<file path="src/rtl/wallace_mul_arb.sv">
// Two-client round-robin front end sharing one registered 16x16 Wallace multiplier.
// Two-stage pipe (operands, then product); a stalled response holds the whole pipe.

module wallace_mul (
  input  logic        clk,
  input  logic        rst_n,
  input  logic        en_i,
  input  logic [15:0] a_i,
  input  logic [15:0] b_i,
  output logic [31:0] p_o
);

  logic [31:0] p_q;

  // Word-level carry-save reduction: every 3 rows become sum + shifted majority,
  // 16 rows collapse to 2 in six levels, then one final carry-propagate add.
  function automatic logic [31:0] wallace(input logic [15:0] a, input logic [15:0] b);
    logic [31:0] r [16];
    logic [31:0] t [16];
    int n;
    int m;
    int j;
    for (int i = 0; i < 16; i++) begin
      r[i] = b[i] ? ({16'b0, a} << i) : 32'b0;
    end
    n = 16;
    for (int lvl = 0; lvl < 6; lvl++) begin
      m = 0;
      for (int i = 0; i < 16; i++) t[i] = 32'b0;
      for (int g = 0; g < 5; g++) begin
        j = 3 * g;
        if (j + 2 < n) begin
          t[m[3:0]]       = r[j[3:0]] ^ r[j[3:0] + 4'd1] ^ r[j[3:0] + 4'd2];
          t[m[3:0] + 4'd1] = ((r[j[3:0]] & r[j[3:0] + 4'd1]) |
                              (r[j[3:0]] & r[j[3:0] + 4'd2]) |
                              (r[j[3:0] + 4'd1] & r[j[3:0] + 4'd2])) << 1;
          m = m + 2;
        end
      end
      for (int i = 0; i < 16; i++) begin
        if (i >= n - (n % 3) && i < n) begin
          t[m[3:0]] = r[i];
          m = m + 1;
        end
      end
      r = t;
      n = m;
    end
    return r[0] + r[1];
  endfunction

  always_ff @(posedge clk or negedge rst_n) begin
    if (!rst_n) begin
      p_q <= 32'b0;
    end else if (en_i) begin
      p_q <= wallace(a_i, b_i);
    end
  end

  assign p_o = p_q;

endmodule

module wallace_mul_arb #(
  parameter logic PRIO_INIT = 1'b0,
  parameter int   CNT_W     = 16
) (
  input  logic             clk,
  input  logic             rst_n,
  input  logic             req0_valid,
  output logic             req0_ready,
  input  logic [15:0]      req0_a,
  input  logic [15:0]      req0_b,
  input  logic             req1_valid,
  output logic             req1_ready,
  input  logic [15:0]      req1_a,
  input  logic [15:0]      req1_b,
  output logic             rsp0_valid,
  input  logic             rsp0_ready,
  output logic [31:0]      rsp0_q,
  output logic             rsp1_valid,
  input  logic             rsp1_ready,
  output logic [31:0]      rsp1_q,
  output logic             busy,
  output logic [CNT_W-1:0] done_cnt0,
  output logic [CNT_W-1:0] done_cnt1
);

  logic             s1_valid_q, s1_valid_d;
  logic [15:0]      s1_a_q, s1_a_d;
  logic [15:0]      s1_b_q, s1_b_d;
  logic             s1_id_q, s1_id_d;
  logic             s2_valid_q, s2_valid_d;
  logic             s2_id_q, s2_id_d;
  logic             prio_q, prio_d;
  logic [CNT_W-1:0] cnt0_q, cnt0_d;
  logic [CNT_W-1:0] cnt1_q, cnt1_d;
  logic [31:0]      s2_q;

  logic rsp_fire, move, s1_free, winner, accept;

  always_comb begin
    rsp_fire   = s2_valid_q && (s2_id_q ? rsp1_ready : rsp0_ready);
    move       = s1_valid_q && (!s2_valid_q || rsp_fire);
    s1_free    = !s1_valid_q || move;
    // A lone requester wins outright; the pointer only breaks ties.
    winner     = (req0_valid && req1_valid) ? prio_q : req1_valid;
    accept     = s1_free && (req0_valid || req1_valid);
    req0_ready = accept && !winner;
    req1_ready = accept && winner;

    s1_valid_d = s1_valid_q;
    s1_a_d     = s1_a_q;
    s1_b_d     = s1_b_q;
    s1_id_d    = s1_id_q;
    s2_valid_d = s2_valid_q;
    s2_id_d    = s2_id_q;
    prio_d     = prio_q;
    cnt0_d     = cnt0_q;
    cnt1_d     = cnt1_q;

    if (move) begin
      s1_valid_d = 1'b0;
      s2_valid_d = 1'b1;
      s2_id_d    = s1_id_q;
    end else if (rsp_fire) begin
      s2_valid_d = 1'b0;
    end
    if (accept) begin
      s1_valid_d = 1'b1;
      s1_a_d     = winner ? req1_a : req0_a;
      s1_b_d     = winner ? req1_b : req0_b;
      s1_id_d    = winner;
      prio_d     = !winner;
    end
    if (rsp_fire && !s2_id_q) cnt0_d = cnt0_q + CNT_W'(1);
    if (rsp_fire &&  s2_id_q) cnt1_d = cnt1_q + CNT_W'(1);
  end

  always_ff @(posedge clk or negedge rst_n) begin
    if (!rst_n) begin
      s1_valid_q <= 1'b0;
      s1_a_q     <= 16'b0;
      s1_b_q     <= 16'b0;
      s1_id_q    <= 1'b0;
      s2_valid_q <= 1'b0;
      s2_id_q    <= 1'b0;
      prio_q     <= PRIO_INIT;
      cnt0_q     <= '0;
      cnt1_q     <= '0;
    end else begin
      s1_valid_q <= s1_valid_d;
      s1_a_q     <= s1_a_d;
      s1_b_q     <= s1_b_d;
      s1_id_q    <= s1_id_d;
      s2_valid_q <= s2_valid_d;
      s2_id_q    <= s2_id_d;
      prio_q     <= prio_d;
      cnt0_q     <= cnt0_d;
      cnt1_q     <= cnt1_d;
    end
  end

  wallace_mul u_mul (
    .clk   (clk),
    .rst_n (rst_n),
    .en_i  (move),
    .a_i   (s1_a_q),
    .b_i   (s1_b_q),
    .p_o   (s2_q)
  );

  assign rsp0_valid = s2_valid_q && !s2_id_q;
  assign rsp1_valid = s2_valid_q && s2_id_q;
  assign rsp0_q     = s2_q;
  assign rsp1_q     = s2_q;
  assign busy       = s1_valid_q || s2_valid_q;
  assign done_cnt0  = cnt0_q;
  assign done_cnt1  = cnt1_q;

endmodule

</file>
<file path="config.mk">
export PLATFORM = sky130hd
export DESIGN_NAME = wallace_mul_arb
export DESIGN_NICKNAME = d
export VERILOG_FILES = /design/src/rtl/wallace_mul_arb.sv
export SDC_FILE = /design/constraint.sdc
export NUM_CORES = 1
export LEC_CHECK = 0
export CORE_ASPECT_RATIO = 0.9
export CORE_UTILIZATION = 55
export CTS_BUF_LIST = sky130_fd_sc_hd__clkbuf_4
export DETAILED_ROUTE_END_ITERATION = 12
export PLACE_DENSITY_LB_ADDON = 0.1
export SETUP_SLACK_MARGIN = 0.02
export SKIP_LAST_GASP = 1
export SLEW_MARGIN = 20
export SYNTH_ARGS = -nofsm -noshare
export SYNTH_HDL_FRONTEND = slang
export SYNTH_SLANG_ARGS = --single-unit
</file>
<file path="constraint.sdc">
create_clock -name clk -period 6.59 [get_ports clk]
set_input_delay 0.9885 -clock clk [delete_from_list [all_inputs] [get_ports clk]]
set_output_delay 0.9885 -clock clk [all_outputs]
set_load 0.1 [all_outputs]
</file>
==> reports/metrics.yaml <==
yosys:
  synth_compound_area_frac: 0.0814
  synth_nets: 1667
  yosys.cell_types.count: 58
  synthTopCellsByArea: "fa_1 (32%), dfrtp_1 (20%), ha_1 (7.9%)"
  yosys.area.top_type: "fa_1"
  yosys_warnings: 0
  ys_async_sr_fraction: 1.00
  synth_top_flop_cell: "dfrtp_1"
  synth_top_family_by_area: "adder cells"
  synth_edf_count: 0
  synth-xor-area-share: 0.0310
  synth_fa_ha_area_frac: 0.403
  synth.top_cell.area_share: 0.323
  yosys.area_share.simple: 0.192
  synth_mux_area_frac: 0.00181
  netlist_instances: 1317
  yosys_register_bits: 101
  syn-mean-instance-area_sq_um: 9.45
  ys_seq_area_frac: 0.203
  syn_area_sq_um: 12500
critical_path:
  reg2reg_from: "s1_a_q[13]$_DFFE_PN0P_"
  crit_top_cell: "fa_1"
  cp-startpoint: "s1_a_q[13]$_DFFE_PN0P_"
  crit_type: "reg -> reg"
  arrival_ns: 6.48
  crit_required_ns: 7.06
  crit_path_end_kind: "flip-flop"
  max_stage_delay_ns: 0.66
  cp-start-kind: "flip-flop"
  cp_cell_sequence: "and2_1, fa_1, inv_1, fa_1, fa_1, fa_1, fa_1, fa_1, inv_1, ha_1, and2_1, o311a_1, o211ai_1, and2_1, or4_1, nand3_1"
  slowest_stage: "dfrtp_1"
  worstPathMaxFanout: 17
route:
  vias: 9400
  wire_per_inst_um: 17.0
  via_per_inst: 5.49
  post-route-drc-count: 0
  routed_wl_um: 29000
  first_iter_violations: 566
  drt-pass1-iter-count: 4
  drtAntennaViolNets: 0
sta:
  setup_viol: 0
  fin_crit_ns: 6.00
  max_clock_freq_mhz: 167
  tns_ns: 0
  rsz0062_at_grt: "no"
  final-max-slew-violation-count: 0
  worst_pin_slew_ns: 0.988
  finalCritPeriodShare: 0.911
  slew_headroom: 0.339
  finClkSkew_ns: 0.0391
  hold_viol: 0
min_path:
  holdCritPathClass: "in -> async"
finish:
  nets: 1764
  drive_gt1_frac: 0.0324
  final_cell_mix: "nand2_1 (252), fa_1 (201), clkdlybuf4s50_1 (169)"
  final_common_cell: "nand2_1"
  area_delta_synth_final_pct: 14.6
global_route:
  grt.total_usage: 0.263
  grt_pass1_vias: 9495
  grt_pass1_wl_um: 47800
  grt_start_max_net_pins: 63
  grt.overflow.total: 0
  antenna_found_initial: 2
clocking:
  cts_made_buffers: 9
  post_cts.repair.setup_buffers: 0
  clk_pin_slew_worst_paths_ns: 0.23
  cts-root-buf: "clkbuf_4"
  cts_resized: 0
  cts.sinks: 101
  clk_latency_ns: 0.54
  cts-hold-fix-buffers: 0
  cts_max_level: 3
  cts_tree: "yes"
  clk_path_buf_depth: 2
die:
  rows: 51
  ios: 171
  die_y_um: 145
  start_util: 0.569
  fp.dieW_um: 161
  placeableCoreArea_sq_um: 21900
  fp.dieArea_sq_um: 23200
placement:
  hpwl_um: 22700
  io_buffer_count: 170
  place_congestion: 0.846
flow_run:
  max_cap_violations: 0
run_status:
  outcome: "completed"
cell usage after synthesis, drive strengths merged (13+ instances only):
library cell,n
a21o,17
a21oi,25
a22oi,32
and2,150
and3,13
buf,44
clkbuf,49
dfrtp,101
fa,201
ha,79
inv,163
nand2,252
nand3,21
nor2,21
o21ai,25
xnor2,26
xor2,18
area by class of cell:
class | count | area, sq um
clock inverters | 7 | 97.6
inverters | 163 | 612
fillers | 1856 | 7620
multi-input cells | 960 | 8830
clock buffers | 9 | 67.6
repair buffers | 179 | 1770
well taps | 291 | 364
flip-flops and latches | 101 | 2530
diodes | 1 | 2.50
path summary, 6_finish.rpt:
kind | to | slack, ns | cells past startpoint
setup / recovery | u_mul.p_o[28]$_DFFE_PN0P_ | 0.59 | 16
hold / removal | u_mul.p_o[10]$_DFFE_PN0P_ | 0.39 | 1
setup reg to reg | u_mul.p_o[28]$_DFFE_PN0P_ | 0.59 | 16
hold reg to reg | done_cnt1[15]$_DFFE_PN0P_ | 0.49 | 1
max in group asynchronous | done_cnt0[2]$_DFFE_PN0P_ | 4.94 | 2
min in group clk | done_cnt1[15]$_DFFE_PN0P_ | 0.49 | 1
sequential cells by signal, indices dropped and copies added (netlist names):
signal and flops:
u_mul.p_o 32, done_cnt0 16, done_cnt1 16, s1_a_q 16
s1_b_q 16, prio_q 1, s1_id_q 1, s1_valid_q 1
s2_id_q 1, s2_valid_q 1
cell families after synthesis:
family	after synthesis
buffers and inverters	256
muxes	2
DFF	101
xor gates and xnor gates	44
adders and majority gates	280
AOI/OAI and AO/OA	141
and+or+nand+nor	493
metal layers:
metal,vias to the layer above,global-route usage,share of wire
met5,-,0,0.00031
met1,4818,0.352,0.42
met2,230,0.451,0.51
met3,42,0.0365,0.046
li1,4308,-,-
met4,2,0.0752,0.021
metrics by stage:
stage / std cells / util / cell area, sq um / setup slack (ns) / hold WS [ns]
finish: 1711 / 0.652 / 14300 / 0.586 / 0.389
global route: 1711 / 0.652 / 14300 / 0.323 / 0.423
floorplan: 1317 / - / 12500 / 1.11 / 0.439
CTS: 1710 / 0.652 / 14300 / 0.595 / 0.381
detailed placement: 1694 / 0.644 / 14100 / 0.626 / 0.461
global placement: 1694 / 0.644 / 14100 / 0.685 / 0.456
worst max-delay path, delay by kind of cell, from the launching register on:
kind,cells,cell delay (ns)
simple gates,5,1.27
buf+inv,2,0.09
compound gates,2,0.43
flops,1,0.66
fa+ha+maj,7,3.49
Power is not shown: default switching activity piles up to over one toggle a cycle in this logic, so the estimate is an artifact.
